===== src/rtl/fetch_sequencer_pkg.sv =====
// -----------------------------------------------------------------------------
// fetch_sequencer_pkg
//   Shared definitions for the instruction-fetch sequencer: FSM state
//   encoding, default bus widths, branch offset width and the PC value the
//   PC module loads when reset_pc is asserted.
// -----------------------------------------------------------------------------
package fetch_sequencer_pkg;

  localparam int INSTR_W_DEF    = 16;     // instruction word width
  localparam int ADDR_W_DEF     = 15;     // PC / instruction address width
  localparam int OFFSET_W       = 4;      // unsigned branch offset width
  localparam int TIMEOUT_DEF    = 255;    // WAIT cycles before a fetch fault
  localparam int TIMEOUT_CNT_W  = 16;     // holds any TIMEOUT in 1..65535
  localparam int PC_RESET_VALUE = 1;      // PC after a reset_pc request

  typedef enum logic [2:0] {
    ST_RST   = 3'd0,  // reset_pc asserted, nothing in flight
    ST_REQ   = 3'd1,  // one-cycle memory read strobe
    ST_WAIT  = 3'd2,  // waiting for mem_rd_valid, timeout running
    ST_HOLD  = 3'd3,  // instruction presented to the decoder
    ST_STEP  = 3'd4,  // one-cycle PC increment or branch pulse
    ST_IDLE  = 3'd5,  // halted between instructions
    ST_FAULT = 3'd6   // memory timeout, left only by reset
  } state_t;

endpackage


===== src/rtl/fetch_timeout_counter.sv =====
// -----------------------------------------------------------------------------
// fetch_timeout_counter
//   Counts WAIT cycles of an outstanding instruction read. The count is
//   loaded with zero by i_clear and advances by one on every enabled edge,
//   saturating at TIMEOUT. o_expired is high while the count equals TIMEOUT.
//
// Ports
//   clk        in   system clock, rising edge
//   i_clear    in   synchronous clear (wins over i_enable)
//   i_enable   in   advance the count this edge
//   o_expired  out  count == TIMEOUT
// -----------------------------------------------------------------------------
module fetch_timeout_counter #(
  parameter int TIMEOUT = 255,
  parameter int CNT_W   = 16
) (
  input  logic clk,
  input  logic i_clear,
  input  logic i_enable,
  output logic o_expired
);

  logic [CNT_W-1:0] r_count;
  logic             w_expired;

  assign w_expired = (r_count == CNT_W'(TIMEOUT));

  // NOTE: sequential state is written with <= so every register in the
  // design samples pre-edge values, independent of process ordering.
  always_ff @(posedge clk) begin
    if (i_clear) begin
      r_count <= '0;
    end else if (i_enable && !w_expired) begin
      r_count <= r_count + 1'b1;
    end
  end

  assign o_expired = w_expired;

endmodule


===== src/rtl/fetch_sequencer.sv =====
// -----------------------------------------------------------------------------
// fetch_sequencer
//   Instruction-fetch controller. Reads instruction memory at the current PC,
//   holds the word for the decoder under valid/ready, then steps the PC by +1
//   or by a 4-bit unsigned branch offset through one-cycle pulses to the PC
//   module. A read that is not answered within TIMEOUT WAIT cycles parks the
//   sequencer in a sticky fault state until reset_fetch.
//
// Ports
//   clk            in   system clock, rising edge
//   reset_fetch    in   synchronous active-high reset
//   PC_pointer     in   current PC from the PC module
//   incr_PC        out  one-cycle pulse: PC <= PC + 1
//   branch_offset  out  one-cycle pulse: PC <= PC + offset_value
//   offset_value   out  branch offset, valid with branch_offset
//   reset_pc       out  PC reset request (PC <= 1)
//   mem_rd_en      out  instruction memory read strobe
//   mem_addr       out  read address
//   mem_rd_valid   in   read data valid (honoured in WAIT only)
//   mem_rd_data    in   read data
//   instr_valid    out  instruction available to the decoder
//   instr          out  fetched instruction
//   instr_pc       out  PC of the fetched instruction
//   instr_ready    in   decoder accepts the instruction
//   take_branch    in   sampled on accept: branch instead of increment
//   branch_off_in  in   sampled on accept together with take_branch
//   halt           in   stop fetching after the current instruction
//   fetch_fault    out  sticky memory-timeout flag
//   fetch_count    out  accepted instruction count, wraps at 16 bits
// -----------------------------------------------------------------------------
module fetch_sequencer
  import fetch_sequencer_pkg::*;
#(
  parameter int INSTR_W = INSTR_W_DEF,
  parameter int ADDR_W  = ADDR_W_DEF,
  parameter int TIMEOUT = TIMEOUT_DEF
) (
  input  logic                clk,
  input  logic                reset_fetch,
  input  logic [ADDR_W-1:0]   PC_pointer,
  output logic                incr_PC,
  output logic                branch_offset,
  output logic [OFFSET_W-1:0] offset_value,
  output logic                reset_pc,
  output logic                mem_rd_en,
  output logic [ADDR_W-1:0]   mem_addr,
  input  logic                mem_rd_valid,
  input  logic [INSTR_W-1:0]  mem_rd_data,
  output logic                instr_valid,
  output logic [INSTR_W-1:0]  instr,
  output logic [ADDR_W-1:0]   instr_pc,
  input  logic                instr_ready,
  input  logic                take_branch,
  input  logic [OFFSET_W-1:0] branch_off_in,
  input  logic                halt,
  output logic                fetch_fault,
  output logic [15:0]         fetch_count
);

  // ---------------------------------------------------------------------------
  // Declarations
  // ---------------------------------------------------------------------------
  state_t              r_state;
  state_t              w_next_state;

  logic                r_reset_pc;
  logic                r_incr_pc;
  logic                r_branch_offset;
  logic [OFFSET_W-1:0] r_offset_value;
  logic                r_mem_rd_en;
  logic                r_instr_valid;
  logic                r_fetch_fault;
  logic [INSTR_W-1:0]  r_instr;
  logic [ADDR_W-1:0]   r_instr_pc;
  logic [ADDR_W-1:0]   r_req_addr;
  logic [15:0]         r_fetch_count;

  logic                w_reset_pc_d;
  logic                w_incr_pc_d;
  logic                w_branch_offset_d;
  logic [OFFSET_W-1:0] w_offset_value_d;
  logic                w_mem_rd_en_d;
  logic                w_instr_valid_d;
  logic                w_fetch_fault_d;

  logic                w_accept;
  logic                w_rsp_take;
  logic                w_tmo_clear;
  logic                w_tmo_enable;
  logic                w_tmo_expired;

  assign w_accept   = (r_state == ST_HOLD) && instr_ready;
  assign w_rsp_take = (r_state == ST_WAIT) && mem_rd_valid;

  // ---------------------------------------------------------------------------
  // Timeout counter. It is zero during REQ and advances on the edge into each
  // WAIT cycle, so during the k-th WAIT cycle it reads k. A response is still
  // accepted in the TIMEOUT-th WAIT cycle; without one the FSM faults there.
  // ---------------------------------------------------------------------------
  assign w_tmo_clear  = reset_fetch || (w_next_state == ST_REQ);
  assign w_tmo_enable = (w_next_state == ST_WAIT);

  fetch_timeout_counter #(
    .TIMEOUT (TIMEOUT),
    .CNT_W   (TIMEOUT_CNT_W)
  ) u_timeout (
    .clk       (clk),
    .i_clear   (w_tmo_clear),
    .i_enable  (w_tmo_enable),
    .o_expired (w_tmo_expired)
  );

  // ---------------------------------------------------------------------------
  // FSM process 1: state register
  // ---------------------------------------------------------------------------
  always_ff @(posedge clk) begin
    if (reset_fetch) begin
      r_state <= ST_RST;
    end else begin
      r_state <= w_next_state;
    end
  end

  // ---------------------------------------------------------------------------
  // FSM process 2: next-state logic
  // ---------------------------------------------------------------------------
  // NOTE: the default assignment ahead of the case keeps this block purely
  // combinational; without it an unlisted path would infer a latch.
  always_comb begin
    w_next_state = r_state;
    unique case (r_state)
      ST_RST:   w_next_state = ST_REQ;
      ST_REQ:   w_next_state = ST_WAIT;
      ST_WAIT: begin
        if (mem_rd_valid) begin
          w_next_state = ST_HOLD;
        end else if (w_tmo_expired) begin
          w_next_state = ST_FAULT;
        end
      end
      ST_HOLD: begin
        if (instr_ready) begin
          w_next_state = ST_STEP;
        end
      end
      // halt is only looked at here, so an instruction already in flight
      // always completes its STEP.
      ST_STEP:  w_next_state = halt ? ST_IDLE : ST_REQ;
      ST_IDLE: begin
        if (!halt) begin
          w_next_state = ST_REQ;
        end
      end
      ST_FAULT: w_next_state = ST_FAULT;
      default:  w_next_state = ST_RST;
    endcase
  end

  // ---------------------------------------------------------------------------
  // FSM process 3: output decode. Outputs are decoded from the next state and
  // registered, so each strobe is high exactly for the cycles the FSM spends
  // in the matching state. STEP is only entered from an accept in HOLD, so
  // take_branch/branch_off_in are sampled on that accept edge.
  // ---------------------------------------------------------------------------
  always_comb begin
    w_reset_pc_d      = (w_next_state == ST_RST);
    w_mem_rd_en_d     = (w_next_state == ST_REQ);
    w_instr_valid_d   = (w_next_state == ST_HOLD);
    w_fetch_fault_d   = (w_next_state == ST_FAULT);
    w_incr_pc_d       = (w_next_state == ST_STEP) && !take_branch;
    w_branch_offset_d = (w_next_state == ST_STEP) &&  take_branch;
    w_offset_value_d  = w_branch_offset_d ? branch_off_in : '0;
  end

  always_ff @(posedge clk) begin
    if (reset_fetch) begin
      r_reset_pc      <= 1'b1;
      r_mem_rd_en     <= 1'b0;
      r_instr_valid   <= 1'b0;
      r_fetch_fault   <= 1'b0;
      r_incr_pc       <= 1'b0;
      r_branch_offset <= 1'b0;
      r_offset_value  <= '0;
    end else begin
      r_reset_pc      <= w_reset_pc_d;
      r_mem_rd_en     <= w_mem_rd_en_d;
      r_instr_valid   <= w_instr_valid_d;
      r_fetch_fault   <= w_fetch_fault_d;
      r_incr_pc       <= w_incr_pc_d;
      r_branch_offset <= w_branch_offset_d;
      r_offset_value  <= w_offset_value_d;
    end
  end

  // ---------------------------------------------------------------------------
  // Datapath: request address, fetched word and accept counter
  // ---------------------------------------------------------------------------
  always_ff @(posedge clk) begin
    if (reset_fetch) begin
      r_req_addr    <= '0;
      r_instr       <= '0;
      r_instr_pc    <= '0;
      r_fetch_count <= '0;
    end else begin
      if (r_state == ST_REQ) begin
        r_req_addr <= PC_pointer;
      end
      if (w_rsp_take) begin
        r_instr    <= mem_rd_data;
        r_instr_pc <= r_req_addr;
      end
      if (w_accept) begin
        r_fetch_count <= r_fetch_count + 16'd1;
      end
    end
  end

  // ---------------------------------------------------------------------------
  // Outputs. The PC module updates PC_pointer on the same edge that enters
  // REQ, so a locally registered copy would be one fetch stale; the address
  // is the PC module's own register, gated by the registered read strobe.
  // ---------------------------------------------------------------------------
  assign mem_addr      = r_mem_rd_en ? PC_pointer : '0;
  assign mem_rd_en     = r_mem_rd_en;
  assign reset_pc      = r_reset_pc;
  assign incr_PC       = r_incr_pc;
  assign branch_offset = r_branch_offset;
  assign offset_value  = r_offset_value;
  assign instr_valid   = r_instr_valid;
  assign instr         = r_instr;
  assign instr_pc      = r_instr_pc;
  assign fetch_fault   = r_fetch_fault;
  assign fetch_count   = r_fetch_count;

endmodule


===== config.mk =====
export PLATFORM = sky130hd
export DESIGN_NAME = fetch_sequencer
export DESIGN_NICKNAME = d
export VERILOG_FILES = /design/src/rtl/fetch_sequencer_pkg.sv /design/src/rtl/fetch_timeout_counter.sv /design/src/rtl/fetch_sequencer.sv
export SDC_FILE = /design/constraint.sdc
export NUM_CORES = 1
export LEC_CHECK = 0
export CAP_MARGIN = 10
export CORE_MARGIN = 5
export CORE_UTILIZATION = 50
export CTS_BUF_LIST = sky130_fd_sc_hd__clkbuf_8
export DETAILED_ROUTE_END_ITERATION = 10
export GPL_TIMING_DRIVEN = 0
export PLACE_DENSITY = 0.94
export SETUP_SLACK_MARGIN = 0.05
export SLEW_MARGIN = 20
export SYNTH_ARGS = -nofsm -noshare
export SYNTH_HDL_FRONTEND = slang
export SYNTH_HIERARCHICAL = 1
export SYNTH_SLANG_ARGS = --single-unit

===== constraint.sdc =====
create_clock -name clk -period 7.45 [get_ports clk]
set_input_delay 0.745 -clock clk [delete_from_list [all_inputs] [get_ports clk]]
set_output_delay 0.745 -clock clk [all_outputs]
set_load 0.02 [all_outputs]

==> impl_metrics.csv, run 1 <==
group,metric,value,unit
cells_and_area,mostFrequentLayoutCell,"clkdlybuf4s50_1",
routing,drcViolationCount,0,
timing,tns,0,ns
placed_design,place_hpwl,7422,µm
clock_tree,root_buffer,"clkbuf_8",
timing,rsz0062_at_grt,"false",
routing,vias,3521,
synthesis,synth_area_leaders,"dfxtp_1 49%, nand2_1 11%, a21oi_1 8.2%, and2_1 3.5%, nor2_1 2.5%",
timing,finalHoldViolations,0,
clock_tree,ctsLongestPathBuffers,2,
power_and_ir_drop,leakage,1.806,nW
global_route,grt_max_degree,17,
floorplan,core.rowCount,31,
cells_and_area,finalNetCount,607,
critical_path,crit_chain,"clkdlybuf4s50_1 -> inv_1 -> a21o_1 -> a21oi_1 -> nor2b_1 -> nand4_1 -> nor3_1 -> or3b_2 -> a21oi_1",
synthesis,syn-instance-count,442,
synthesis,synth_fp_nets,485,
timing,skew,0.01286,ns
timing,slew_viol_final,0,
critical_path,end_kind,"flop",
synthesis,synth_fa_ha_area_frac,0.006757,
cells_and_area,areaGrowthSynthToFinish,38.99,%
floorplan,die_area,9228,µm²
synthesis,avgSynthCellArea,8.379,µm²
timing,slew_headroom,0.6284,
cells_and_area,fin_cells,668,
routing,vias_per_cell,5.271,
critical_path,cp.required,7.74,ns
global_route,grt-ovfl-total,0,
synthesis,ys_seq_elements,91,
global_route,antenna_found_initial,0,
cells_and_area,seqCellArea,1822,µm²
synthesis,syn-cell-area,3704,µm²
synthesis,ys.flop_type,"dfxtp_1",
routing,drt_wl_total,9976,µm
critical_path,cpMostUsedCell,"a21oi_1",
critical_path,cp.arrival,3.58,ns
placed_design,placed_cells,652,
placed_design,place.gp.congestion,0.8464,
clock_tree,post_cts_resized,0,
cells_and_area,layout_common_cells,"111 x clkdlybuf4s50_1, 109 x nand2_1, 91 x dfxtp_1, 61 x a21oi_1, 25 x nor2_1",
synthesis,ys_types,48,
synthesis,synthXorXnorAreaFrac,0.03074,
routing,first_pass_iters,5,
clock_tree,cts_htree_levels,3,
routing,postRouteAntennaNets,0,
status,status,"completed",
clock_tree,cts.clk_slew.worst_paths,0.10,ns
power_and_ir_drop,power.density,215.1,nW/µm²
synthesis,synth_top_family_by_area,"simple AND/OR/NAND/NOR gates",
clock_tree,post-cts-setup-buffer-count,0,
synthesis,synth-edff-count,0,
cells_and_area,multi_input_area,1738,µm²
routing,routedWlPerCell,14.93,µm
clock_tree,cts_hold_buf,0,
cells_and_area,diodes,0,
routing,dr.first_iter.drc_count,178,
clock_tree,clkLatencyLatePin,0.37,ns
critical_path,r2r_cells,9,
synthesis,synthMuxAreaShare,0.01588,
timing,fin_ws,4.167,ns
timing,fmax,0.3046,GHz
synthesis,ys_async_sr_fraction,0,
clock_tree,clkSinkCount,91,
floorplan,fp.dieH,96.07,µm
critical_path,crit_type,"in -> reg",
floorplan,start_util,0.5134,
min_path,holdPathStages,2,
synthesis,synth_top_area_share,0.4919,
floorplan,design.core.area,7214,µm²
critical_path,max_stage_delay,0.51,ns
power_and_ir_drop,ir_drop,0.1123,mV
critical_path,critPathLaunchType,"input pin",
global_route,grt_pass1_wl,15900,µm
synthesis,synth_largest_area_cell,"dfxtp_1",
clock_tree,cts-buffers-inserted,9,
min_path,min_path_type,"reg -> reg",
timing,worst_pin_slew,0.5532,ns
synthesis,yosys.area_share.simple,0.2966,
timing,final.min_clock_period,3.283,ns
synthesis,synth_compound_area_frac,0.1193,
timing,setup_viol,0,
critical_path,critPathSlowestCell,"clkdlybuf4s50_1",
cells_and_area,drive_gt1_frac,0.05975,
global_route,grt_pass1_vias,3363,
global_route,grt.total_usage,0.2228,
cells_and_area,fillers,529,
flow_run,cap_violations,0,
synthesis,ys_seq_area_frac,0.4919,
timing,fin_crit_sh,0.4407,
placed_design,io_buffers,111,
floorplan,io_pins,113,
synthesis,synth_warnings,6,
clock_tree,cts_tree,"built",
floorplan,die_w,96.07,µm
placed_design,dp_slack,3.868,ns
critical_path,critPathMaxFanout,10,
==> metrics by stage <==
| step | cell area [µm²] | util | total power [mW] | hold WS, ns |
|---|---|---|---|---|
| 3_5_place_dp | 4938 | 0.6845 | 0.7681 | 0.4447 |
| 4_1_cts | 5147 | 0.7135 | 1.114 | 0.4513 |
| 6_report | 5147 | 0.7135 | 1.107 | 0.4526 |
| 3_3_place_gp | 4938 | 0.6845 | 0.7597 | 0.4361 |
| 5_1_grt | 5147 | 0.7135 | 1.164 | 0.4686 |
| 2_1_floorplan | 3704 | - | 0.6688 | 0.4321 |
==> worst paths after layout <==
kind | from | end | slack (ns)
setup / recovery | mem_rd_valid | u_timeout/r_count[15] | 4.17
hold / removal | r_req_addr[1] | instr_pc[1] | 0.45
setup reg to reg | r_state[0] | u_timeout/r_count[15] | 4.31
hold reg to reg | r_req_addr[1] | instr_pc[1] | 0.45
==> cells by family after synthesis <==
group	Yosys count
simple gates	220
flops	91
compound gates	80
buf+inv	31
xor+xnor	13
mux	5
fa+ha+maj	2
==> synth_stat cells, drive strengths merged, types with 3 or more instances <==
cell      n
o31ai     5
xnor2     9
mux2      4
nor4b     3
and2     21
dfxtp    91
o21ai     5
nor3      7
or3       4
nor4      5
xor2      4
buf       9
nor2     25
nand3    10
a21oi    61
nor3b     4
nor2b     9
clkbuf   16
nand4     4
or4       7
inv       6
nand2   109
==> layer usage <==
metal  part of all wire  vias up  wire length [µm]  GRT usage
met5                  0        -                 0          0
met1               0.38     1658              3792     0.2505
met3              0.063       19               624    0.05629
met4              0.024        0               243     0.1019
met2               0.53      108              5316     0.3928
li1                   -     1736                 -          -
==> worst max-delay path: cells and delay by family <==
family / cells / cell delay (ns)
AND/OR/NAND/NOR: 4 / 1.61
AO/OA/AOI/OAI: 3 / 0.61
buffers and inverters: 2 / 0.60
==> power by group <==
group	leakage, nW	total [mW]	internal, mW	switching (mW)
registers	0.737	0.531	0.513	0.0188
clock network	0.0995	0.348	0.167	0.181
logic	0.970	0.228	0.101	0.126
total	1.81	1.11	0.781	0.326
==> sequential cells by signal (all words and copies together), names as in the netlist <==
register / flops
branch_offset: 1
fetch_count: 16
fetch_fault: 1
incr_PC: 1
instr: 16
instr_pc: 15
instr_valid: 1
mem_rd_en: 1
offset_value: 4
r_req_addr: 15
r_state: 3
reset_pc: 1
u_timeout/r_count: 16
==> area by class of cell <==
class / count / area share
plain buffers: 25 / 0.02358
multi-input cells: 320 / 0.3376
inverters: 6 / 0.004375
well taps: 99 / 0.02406
clock buffers: 10 / 0.02674
flip-flops and latches: 91 / 0.3539
repair buffers: 111 / 0.2158
clock inverters: 6 / 0.01386
No activity file was read; power rests on OpenSTA's default activity.
==> inputs of run 2 (changes only) <==
Settings changed: CORE_UTILIZATION 50 to 44, PLACE_DENSITY 0.94 to 0.88.
Clock period 7.45 ns to 2.7 ns, I/O delays scaled along.
==> run 2 against run 1 <==
Hold slack better by 0.00063 ns. Power rose to 2.6 times the previous value. Design area up 0.44%. Worst setup slack worse by 4.0 ns. Non-clock buffer count up 2. Core utilization down 8.4 points. Sequential share of layout area down 0.13 points. First-iteration DRC count up 1.7%.
==> impl_metrics.csv, run 2 (same netlist as run 1, synthesis figures left out) <==
group,metric,value,unit
status,status,"completed",
clock_tree,clkLatencyLatePin,0.35,ns
clock_tree,cts_htree_levels,3,
clock_tree,root_buffer,"clkbuf_8",
timing,fin_crit_sh,0.9386,
timing,setup_viol,0,
placed_design,io_buffers,111,
cells_and_area,finalNetCount,609,
critical_path,critPathMaxFanout,5,
global_route,grt_pass1_vias,3494,
global_route,grt-ovfl-total,0,
clock_tree,clkSinkCount,91,
floorplan,start_util,0.4507,
power_and_ir_drop,power.density,564.7,nW/µm²
global_route,grt_max_degree,16,
routing,vias_per_cell,5.233,
power_and_ir_drop,finalPower,2.920,mW
global_route,grt_pass1_wl,15970,µm
timing,fmax,0.3946,GHz
global_route,grt.total_usage,0.1923,
timing,worst_pin_slew,0.5442,ns
power_and_ir_drop,leakage,1.814,nW
timing,rsz0062_at_grt,"false",
routing,vias,3532,
min_path,min_path_type,"in -> reg",
cells_and_area,mostFrequentLayoutCell,"clkdlybuf4s50_1",
floorplan,die_w,101.7,µm
critical_path,crit_type,"reg -> reg",
cells_and_area,drive_gt1_frac,0.07719,
timing,skew,0.009571,ns
timing,finalHoldViolations,0,
timing,slew_headroom,0.6364,
cells_and_area,final_util,0.6292,
clock_tree,ctsLongestPathBuffers,2,
routing,drcViolationCount,0,
clock_tree,cts_tree,"built",
critical_path,regToRegSetupSlack,0.17,ns
placed_design,place_hpwl,7327,µm
floorplan,design.core.area,8217,µm²
routing,first_pass_iters,5,
min_path,holdPathStages,3,
cells_and_area,fillers,695,
flow_run,cap_violations,0,
timing,final.min_clock_period,2.534,ns
timing,slew_viol_final,0,
clock_tree,cts-buffers-inserted,9,
cells_and_area,layout_common_cells,"111 x clkdlybuf4s50_1, 109 x nand2_1, 90 x dfxtp_1, 60 x a21oi_1, 25 x nor2_1",
critical_path,cp.required,2.98,ns
critical_path,critPathLaunchType,"flop",
floorplan,die_area,10350,µm²
global_route,antenna_found_initial,0,
routing,routedWlPerCell,14.78,µm
routing,postRouteAntennaNets,0,
placed_design,place.gp.congestion,0.8081,
floorplan,fp.dieH,101.7,µm
critical_path,cp.arrival,2.82,ns
routing,dr.first_iter.drc_count,181,
floorplan,core.rowCount,33,
power_and_ir_drop,ir_drop,0.3236,mV
routing,drt_wl_total,9974,µm
critical_path,r2r_cells,10,
floorplan,io_pins,113,
clock_tree,cts.clk_slew.worst_paths,0.09,ns
cells_and_area,diodes,0,
cells_and_area,areaGrowthSynthToFinish,39.59,%
critical_path,end_kind,"flop",
[run 2: worst paths after layout]
check                        from                    end
max          u_timeout/r_count[0]  u_timeout/r_count[15]
min reg2reg         r_req_addr[8]            instr_pc[8]
max reg2reg  u_timeout/r_count[0]  u_timeout/r_count[15]
min               mem_rd_data[11]              instr[11]
[run 2: critical path, stage by stage (launching register included)]
cell and delay (ns):
dfxtp_1 0.35, ha_1 0.26, nand3_1 0.17, nor4_4 0.06
a21o_1 0.19, a21oi_4 0.17, nor2b_4 0.23, nand4_1 0.17
nor3_2 0.25, or3b_2 0.46, a21oi_1 0.16
[run 2: stage by stage]
stage / instance area, µm² / instances / setup TNS, ns / setup WS, ns / hold WS (ns)
CTS: 5137 / 675 / 0 / 0.08475 / 0.4174
floorplan: 3704 / 442 / 0 / 0.1133 / 0.3493
global placement: 4946 / 658 / -0.7155 / -0.3771 / 0.4378
finish: 5170 / 675 / 0 / 0.1658 / 0.4533
global route: 5170 / 675 / 0 / 0.04516 / 0.4445
detailed placement: 4946 / 658 / -1.164 / -0.4577 / 0.4435
[run 2: layout make-up]
| cell class | count | area, µm² | share of cell area |
|---|---|---|---|
| plain buffers | 25 | 122.6 | 0.02372 |
| clock buffers | 9 | 123.9 | 0.02396 |
| clock inverters | 6 | 42.54 | 0.008228 |
| inverters | 6 | 22.52 | 0.004356 |
| multi-input cells | 320 | 1778 | 0.3439 |
| flip-flops and latches | 91 | 1823 | 0.3526 |
| well taps | 105 | 131.4 | 0.02541 |
| repair buffers | 113 | 1126 | 0.2178 |
[run 2: power breakdown]
| part | internal [mW] | switching [mW] |
|---|---|---|
| Combinational | 0.288 | 0.357 |
| Clock | 0.331 | 0.476 |
| Sequential | 1.42 | 0.0527 |
| Total | 2.03 | 0.886 |
[run 2: repair_timing]
| action | 4_1_cts | 5_1_grt |
|---|---|---|
| pin swaps | 2 | 0 |
| resized for setup | 4 | 7 |
| hold buffers | 0 | 0 |
| endpoints found under the setup margin | 11 | 5 |
| buffers inserted | 2 | 0 |
| endpoints found under the hold margin | 0 | 0 |
[run 2: per-layer routing]
layer,track usage,part of all wire
met1,0.2175,0.38
met2,0.3436,0.53
met3,0.04477,0.066
met4,0.08384,0.024
met5,0,0
==> inputs of run 3 (changes only) <==
Settings changed: RECOVER_POWER set to 25, SKIP_CTS_REPAIR_TIMING set to 1.
==> run 3 against run 2 <==
Register-to-register slack lost 0.06 ns. Sequential share of layout area shrank 0.068 points. Routed wire length shrank 0.30%. Critical path type unchanged.
==> impl_metrics.csv, run 3 (same netlist as run 1, synthesis figures left out) <==
group,metric,value,unit
timing,fin_ws,0.1077,ns
placed_design,placed_cells,658,
global_route,grt_pass1_vias,3464,
timing,fin_hold_ws,0.4418,ns
timing,tns,0,ns
critical_path,regToRegSetupSlack,0.11,ns
power_and_ir_drop,power.density,561.9,nW/µm²
cells_and_area,seqCellArea,1823,µm²
global_route,grt_pass1_wl,15840,µm
floorplan,die_w,101.7,µm
routing,drt_wl_total,9944,µm
cells_and_area,multi_input_area,1778,µm²
floorplan,core.rowCount,33,
cells_and_area,areaGrowthSynthToFinish,39.86,%
global_route,grt.total_usage,0.1903,
timing,worst_pin_slew,0.5400,ns
min_path,hold-path-endpoint,"r_state[0]",
placed_design,place.gp.congestion,0.8081,
critical_path,cp.arrival,2.87,ns
routing,dr.first_iter.drc_count,163,
cells_and_area,fin_cells,678,
flow_run,cap_violations,0,
global_route,antenna_found_initial,0,
min_path,holdPathStages,4,
cells_and_area,fillers,698,
clock_tree,cts_tree,"built",
global_route,grt-ovfl-total,0,
power_and_ir_drop,leakage,1.838,nW
timing,fin_crit_sh,0.9601,
clock_tree,root_buffer,"clkbuf_8",
timing,slew_headroom,0.6392,
cells_and_area,diodes,0,
routing,vias,3512,
min_path,min_path_type,"in -> reg",
cells_and_area,layout_common_cells,"109 x nand2_1, 95 x clkdlybuf4s50_1, 90 x dfxtp_1, 60 x a21oi_1, 25 x nor2_1",
cells_and_area,mostFrequentLayoutCell,"nand2_1",
clock_tree,cts.clk_slew.worst_paths,0.09,ns
min_path,hold_start,"reset_fetch",
routing,drcViolationCount,0,
power_and_ir_drop,finalPower,2.911,mW
timing,finalHoldViolations,0,
status,status,"completed",
critical_path,crit_type,"reg -> reg",
clock_tree,ctsLongestPathBuffers,2,
floorplan,die_area,10350,µm²
critical_path,cp.required,2.98,ns
critical_path,r2r_cells,10,
cells_and_area,finalNetCount,612,
timing,setup_viol,0,
floorplan,fp.dieH,101.7,µm
critical_path,crit_path_start,"u_timeout/r_count[0]",
clock_tree,clkSinkCount,91,
cells_and_area,drive_gt1_frac,0.07853,
placed_design,io_buffers,111,
critical_path,critPathMaxFanout,5,
floorplan,design.core.area,8217,µm²
clock_tree,cts_htree_levels,3,
routing,vias_per_cell,5.180,
placed_design,place_hpwl,7327,µm
critical_path,end_kind,"flop",
routing,postRouteAntennaNets,0,
critical_path,reg2reg_to,"u_timeout/r_count[15]",
timing,fmax,0.3858,GHz
routing,routedWlPerCell,14.67,µm
clock_tree,cts-buffers-inserted,9,
routing,first_pass_iters,4,
clock_tree,clkLatencyLatePin,0.36,ns
global_route,grt_max_degree,16,
floorplan,start_util,0.4507,
timing,skew,0.01142,ns
floorplan,io_pins,113,
timing,slew_viol_final,0,
timing,final.min_clock_period,2.592,ns
power_and_ir_drop,ir_drop,0.3141,mV
placed_design,dp_slack,-0.4577,ns
critical_path,reg2reg_from,"u_timeout/r_count[0]",
critical_path,critPathLaunchType,"flop",
==> run 3: cell types whose count changed in the layout (fill, tap and decap cells not counted), sizes merged <==
cell | before | now
clkdlybuf4s50 | 111 | 95
dlygate4sd3 | 0 | 16
clkbuf | 25 | 28
==> run 3: final cells by class <==
type | count | area share
multi-input cells | 320 | 0.3432
well taps | 105 | 0.02536
clock inverters | 6 | 0.008213
repair buffers | 116 | 0.2217
plain buffers | 25 | 0.02126
clock buffers | 9 | 0.02391
inverters | 6 | 0.004348
flip-flops and latches | 91 | 0.3519
==> run 3: layer usage <==
layer	GRT usage	up-vias	share of wire
met3	0.04477	16	0.058
li1	-	1742	-
met2	0.3400	86	0.53
met4	0.08384	0	0.021
met5	0	-	0
met1	0.2146	1668	0.40
==> run 3: worst max path at each step <==
stage,end,slack [ns],cells past startpoint
5_1_grt,u_timeout/r_count[11],-0.008,11
6_report,u_timeout/r_count[15],0.11,10
3_3_place_gp,u_timeout/r_count[15],-0.38,9
3_5_place_dp,u_timeout/r_count[15],-0.46,9
4_1_cts,u_timeout/r_count[15],-0.45,9
2_1_floorplan,u_timeout/r_count[15],0.11,10
==> run 3: through the flow <==
stage | area (µm²) | utilization
5_1_grt | 5180 | 0.6304
4_1_cts | 5112 | 0.6222
2_1_floorplan | 3704 | -
3_3_place_gp | 4946 | 0.6019
3_5_place_dp | 4946 | 0.6019
6_report | 5180 | 0.6304
==> run 3: critical path, cell delays in order, from the launching register on <==
cell	delay, ns
dfxtp_1	0.35
ha_1	0.26
nand3_1	0.16
nor4_4	0.06
a21o_1	0.19
a21oi_4	0.18
nor2b_4	0.24
nand4_1	0.24
nor3_2	0.22
or3b_2	0.46
a21oi_1	0.16
==> run 3: report_power, final <==
group | switching (mW) | total, mW | leakage [nW] | internal, mW
clock | 0.478 | 0.809 | 0.0815 | 0.331
sequential | 0.0502 | 1.47 | 0.737 | 1.42
combinational | 0.357 | 0.637 | 1.02 | 0.280
total | 0.885 | 2.91 | 1.84 | 2.03
